$ cat src/rtl/alu_pkg.sv
// alu_pkg: shared ALU-client types, opcode group encodings and default widths.
package alu_pkg;

    localparam int DEF_DATA_W  = 16;
    localparam int DEF_FUN_W   = 4;
    localparam int DEF_ALU_LAT = 1;

    localparam logic [1:0] GRP_ARITH = 2'b00;
    localparam logic [1:0] GRP_LOGIC = 2'b01;
    localparam logic [1:0] GRP_CMP   = 2'b10;
    localparam logic [1:0] GRP_SHIFT = 2'b11;

    typedef enum logic [1:0] {
        IDLE,
        EXEC,
        RESP
    } arb_state_t;

    function automatic logic [1:0] fun_grp(input logic [3:0] fun);
        return fun[3:2];
    endfunction

endpackage

$ cat src/rtl/alu_rsp_mux.sv
// alu_rsp_mux: selects the ALU result bus, carry and expected group flag for an opcode group.
module alu_rsp_mux
    import alu_pkg::*;
#(
    parameter int DATA_W = DEF_DATA_W
) (
    input  logic [1:0]          grp,
    input  logic [2*DATA_W-1:0] arith_out,
    input  logic                carry_out,
    input  logic [DATA_W-1:0]   logic_out,
    input  logic [2:0]          cmp_out,
    input  logic [DATA_W-1:0]   shift_out,
    input  logic                arith_flag,
    input  logic                logic_flag,
    input  logic                cmp_flag,
    input  logic                shift_flag,
    output logic [2*DATA_W-1:0] data,
    output logic                carry,
    output logic                flag
);
    localparam int RW = 2 * DATA_W;

    always_comb begin
        data  = (grp == GRP_ARITH) ? arith_out
              : (grp == GRP_LOGIC) ? RW'(logic_out)
              : (grp == GRP_CMP)   ? RW'(cmp_out)
              :                      RW'(shift_out);
        carry = (grp == GRP_ARITH) & carry_out;
        flag  = (grp == GRP_ARITH) ? arith_flag
              : (grp == GRP_LOGIC) ? logic_flag
              : (grp == GRP_CMP)   ? cmp_flag
              :                      shift_flag;
    end

endmodule

$ cat src/rtl/alu_req_arbiter.sv
// alu_req_arbiter: two-requester front end for the shared registered ALU.
// ALU_ARB_RR_EN selects round-robin grant; without it requester 0 has fixed priority.
module alu_req_arbiter
    import alu_pkg::*;
#(
    parameter int DATA_W  = DEF_DATA_W,
    parameter int FUN_W   = DEF_FUN_W,
    parameter int ALU_LAT = DEF_ALU_LAT
) (
    input  logic                       CLK_TOP,
    input  logic                       RST_TOP,
    input  logic [1:0]                 req_valid,
    output logic [1:0]                 req_ready,
    input  logic [1:0][DATA_W-1:0]     req_a,
    input  logic [1:0][DATA_W-1:0]     req_b,
    input  logic [1:0][FUN_W-1:0]      req_fun,
    output logic                       rsp_valid,
    input  logic                       rsp_ready,
    output logic                       rsp_id,
    output logic [2*DATA_W-1:0]        rsp_data,
    output logic                       rsp_carry,
    output logic                       rsp_err,
    output logic [DATA_W-1:0]          alu_a,
    output logic [DATA_W-1:0]          alu_b,
    output logic [FUN_W-1:0]           alu_fun,
    input  logic [2*DATA_W-1:0]        arith_out,
    input  logic                       carry_out,
    input  logic [DATA_W-1:0]          logic_out,
    input  logic [2:0]                 cmp_out,
    input  logic [DATA_W-1:0]          shift_out,
    input  logic                       arith_flag,
    input  logic                       logic_flag,
    input  logic                       cmp_flag,
    input  logic                       shift_flag
);
    localparam int CNT_W = $clog2(ALU_LAT + 1);

    arb_state_t           state, state_nxt;
    logic [CNT_W-1:0]     cnt;
    logic [1:0]           grp_q;
    logic                 g;
    logic                 acc;
    logic [2*DATA_W-1:0]  cap_data;
    logic                 cap_carry;
    logic                 cap_flag;

`ifdef ALU_ARB_RR_EN
    logic ptr;

    assign g = (&req_valid) ? ptr : req_valid[1];

    always_ff @(posedge CLK_TOP or posedge RST_TOP) begin
        if (RST_TOP)
            ptr <= 1'b0;
        else if (acc)
            ptr <= ~g;
    end
`else
    assign g = ~req_valid[0];
`endif

    // Ready is gated by reset so nothing looks accepted while the block is held.
    always_comb begin
        acc       = (state == IDLE) && (req_valid != 2'b00) && !RST_TOP;
        req_ready = acc ? (g ? 2'b10 : 2'b01) : 2'b00;
        state_nxt = (state == IDLE) ? (acc ? EXEC : IDLE)
                  : (state == EXEC) ? ((cnt == '0) ? RESP : EXEC)
                  : (rsp_ready ? IDLE : RESP);
        rsp_valid = (state == RESP);
    end

    alu_rsp_mux #(.DATA_W(DATA_W)) u_mux (
        .grp        (grp_q),
        .arith_out  (arith_out),
        .carry_out  (carry_out),
        .logic_out  (logic_out),
        .cmp_out    (cmp_out),
        .shift_out  (shift_out),
        .arith_flag (arith_flag),
        .logic_flag (logic_flag),
        .cmp_flag   (cmp_flag),
        .shift_flag (shift_flag),
        .data       (cap_data),
        .carry      (cap_carry),
        .flag       (cap_flag)
    );

    always_ff @(posedge CLK_TOP or posedge RST_TOP) begin
        if (RST_TOP) begin
            state     <= IDLE;
            cnt       <= '0;
            grp_q     <= '0;
            alu_a     <= '0;
            alu_b     <= '0;
            alu_fun   <= '0;
            rsp_id    <= 1'b0;
            rsp_data  <= '0;
            rsp_carry <= 1'b0;
            rsp_err   <= 1'b0;
        end else begin
            state <= state_nxt;
            if (acc) begin
                alu_a   <= req_a[g];
                alu_b   <= req_b[g];
                alu_fun <= req_fun[g];
                grp_q   <= fun_grp(req_fun[g][3:0]);
                rsp_id  <= g;
                cnt     <= CNT_W'(ALU_LAT);
            end
            // The ALU result is valid once the latency count has drained.
            if (state == EXEC) begin
                if (cnt != '0) begin
                    cnt <= cnt - CNT_W'(1);
                end else begin
                    rsp_data  <= cap_data;
                    rsp_carry <= cap_carry;
                    rsp_err   <= ~cap_flag;
                end
            end
        end
    end

endmodule

$ cat config.mk
export PLATFORM = sky130hd
export DESIGN_NAME = alu_req_arbiter
export DESIGN_NICKNAME = d
export VERILOG_FILES = /design/src/rtl/alu_pkg.sv /design/src/rtl/alu_rsp_mux.sv /design/src/rtl/alu_req_arbiter.sv
export SDC_FILE = /design/constraint.sdc
export NUM_CORES = 1
export LEC_CHECK = 0
export ABC_CLOCK_PERIOD_IN_PS = 3500
export BUFFER_PORTS_ARGS = -buffer_cell sky130_fd_sc_hd__buf_2
export CELL_PAD_IN_SITES_DETAIL_PLACEMENT = 1
export CELL_PAD_IN_SITES_GLOBAL_PLACEMENT = 1
export CORE_ASPECT_RATIO = 0.9
export CORE_UTILIZATION = 36
export DETAILED_ROUTE_END_ITERATION = 12
export PLACE_DENSITY = 0.95
export SETUP_SLACK_MARGIN = 0.05
export SLEW_MARGIN = 25
export SYNTH_ARGS = -nofsm -noshare
export SYNTH_HDL_FRONTEND = slang
export SYNTH_HIERARCHICAL = 1
export SYNTH_SLANG_ARGS = --single-unit
$ cat constraint.sdc
create_clock -name CLK_TOP -period 3.5 [get_ports CLK_TOP]
set_clock_uncertainty 0.1 [all_clocks]
set_input_delay 0.525 -clock CLK_TOP [delete_from_list [all_inputs] [get_ports CLK_TOP]]
set_output_delay 0.525 -clock CLK_TOP [all_outputs]
set_load 0.05 [all_outputs]
==> results.cfg <==
[run_status]
status = complete, no violations

[yosys]
synth-compound-area-share_pct = 3.705
synth.area.top_cells = dfrtp_1 (49%), mux2_2 (23%), mux2_4 (11%)
async_flop_share_pct = 100.0
synth.net_count = 410
synth_top_family_by_area = multiplexers
synth-edff-count = 0
ys_types = 25
ys_seq_area_share_pct = 48.52
synth-simple-area-share_pct = 4.492
synth_top_area_cell = dfrtp_1
synth_xor_area_share_pct = 0
synth_mux_area_share_pct = 39.67
synthAdderAreaFrac_pct = 0
synth_common_cells = mux2_2 (77), dfrtp_1 (74), mux2_4 (27)
yosysMostFrequentCell = mux2_2
synthFlopType = dfrtp_1
synth_top_area_share_pct = 48.52
ys_seq_elements = 74
synthCells = 261
synth_area_per_cell_um2 = 14.62
syn_area_um2 = 3816
ys_warn_count = 6

[placement]
place_congestion = 0.7151
placedCellCount = 599
place_hpwl_um = 8144
io_buffers = 222

[timing]
period_needed_ns = 2.335
tightest_slew_ns = 0.8790
setup_violations = 0
drv_slew = 0
fin_crit_sh_pct = 66.71
slew_headroom_pct = 41.40
hold_violations = 0
setup_tns_ns = 0
fmax_mhz = 428.3
rsz0062_at_grt = no

[clocking]
cts_max_level = 3
clock_latency_ns = 0.32
clk_pin_slew_worst_paths_ns = 0.06
cts_tree = built
cts_buffer_depth = 2
cts-root-buf = clkbuf_16
post-cts-setup-buffers = 0
cts_hold_buf = 0
cts_made_buffers = 9
clkSinkCount = 74
cts_resized = 0

[critical_path]
cp-startpoint = state[0]
rr_startpoint = state[0]
worst_setup_path_start_kind = flip-flop
worstSetupEndpointType = output pin
crit_arrival_ns = 1.71
critPathKind = reg -> out
crit_fanout = 7
cp.required_ns = 2.87

[global_route]
grt_start_max_net_pins = 57
grt_util_met2_pct = 37.60
grt_overflow = 0
grt_util_all_layers_pct = 19.29
met3_usage_pct = 4.936
grt_first_pass_wirelength_um = 16830
top_usage_layer = met2
antenna_found_initial = 1
use_met1_pct = 19.50
first_global_vias = 3358

[route]
routed_via_density = 4.878
vias = 3000
first_pass_iters = 3
detail_route.wirelength_um = 10410
drc_errors = 0
drt_iter0_drc = 46
wl_per_cell_um = 16.92
ant_nets = 0

[final_layout]
num-fill-cells = 1153
multi_input_area_um2 = 1836
fin_util_pct = 51.65
antenna_cells = 0
drive_gt1_share_pct = 73.46
fin_nets = 630
seq_area_um2 = 1852
final_cells = 615
synthToLayoutAreaGrowth_pct = 39.28

[floorplan]
dieArea_um2 = 11020
die_y_um = 99.68
rows = 35
pin_count = 223
start_util_pct = 37.08
fp.coreArea_um2 = 10290
fp.dieW_um = 110.5

[power]
leakagePower_nw = 2.764
power_mw = 5.586
peakVddDrop_mv = 0.6752
p_per_area_nw_per_um2 = 1051

[min_path]
hold_class = in -> async

[run]
maxCapViolCount = 0
[placed cells by master, fill, tap and decap left out, types with 2 or more instances in the layout]
cell,n
buf_2,222
buf_4,5
nor2_1,2
dfrtp_1,74
o2bb2ai_1,13
mux2_2,77
o21ai_0,2
and2_1,18
mux2i_1,14
clkinv_2,2
mux4_2,4
inv_1,2
clkbuf_16,9
mux2_4,27
[per-stage QoR]
step / hold slack (ns) / worst slack (ns) / area [um2]
finish: 0.2440 / 1.165 / 5315
global route: 0.2996 / 1.098 / 5315
CTS: 0.2892 / 1.149 / 5314
detailed placement: 0.3828 / 1.281 / 5010
global placement: 0.3602 / 1.367 / 5010
floorplan: 0.3918 / 0.9934 / 3816
[state kept, by name, summed over array words and instances (netlist names), 2 cells and up]
| register | flops |
|---|---|
| state | 2 |
| alu_b | 16 |
| alu_fun | 4 |
| rsp_data | 32 |
| alu_a | 16 |
[routing by layer]
layer	share of wire [%]	up-vias
met5	0	-
met4	2.9	0
met3	6.6	25
met2	54	146
met1	36	1440
li1	-	1389
[power by group]
part | internal (mW) | switching, mW | total (mW)
logic | 1.06 | 2.03 | 3.09
clock network | 0.572 | 0.349 | 0.921
registers | 1.26 | 0.315 | 1.57
total | 2.89 | 2.69 | 5.59
[cell type report]
type / instances / share of cell area (%)
clock buffer: 10 / 4.496
timing repair buffer: 227 / 21.61
inverter: 3 / 0.2589
multi-input combinational: 166 / 34.53
sequential: 74 / 34.84
clock inverter: 6 / 1.224
tap: 129 / 3.037
[cells by family (layout without fill, tap and decap cells)]
| kind of cell | after synthesis | count (layout) |
|---|---|---|
| compound gates | 17 | 17 |
| buf+inv | 21 | 246 |
| flops | 74 | 74 |
| mux | 123 | 123 |
| simple gates | 26 | 26 |
[final timing paths]
kind                       slack [ns]  depth (start not counted)      endpoint
setup / recovery                 1.17                          3  req_ready[1]
hold reg to reg                  0.40                          1      alu_a[9]
min in group CLK_TOP             0.30                          2      state[1]
setup reg to reg                 1.45                          3      alu_a[2]
max in group asynchronous        2.32                          3      alu_a[2]
hold / removal                   0.24                          2      alu_b[2]
[worst max-delay path, cell delays in order, from the launching register on]
cell and delay, ns:
dfrtp_1 0.45, nor4_4 0.49, nor2b_1 0.18, buf_2 0.27
(Power assumes the default switching activity.)
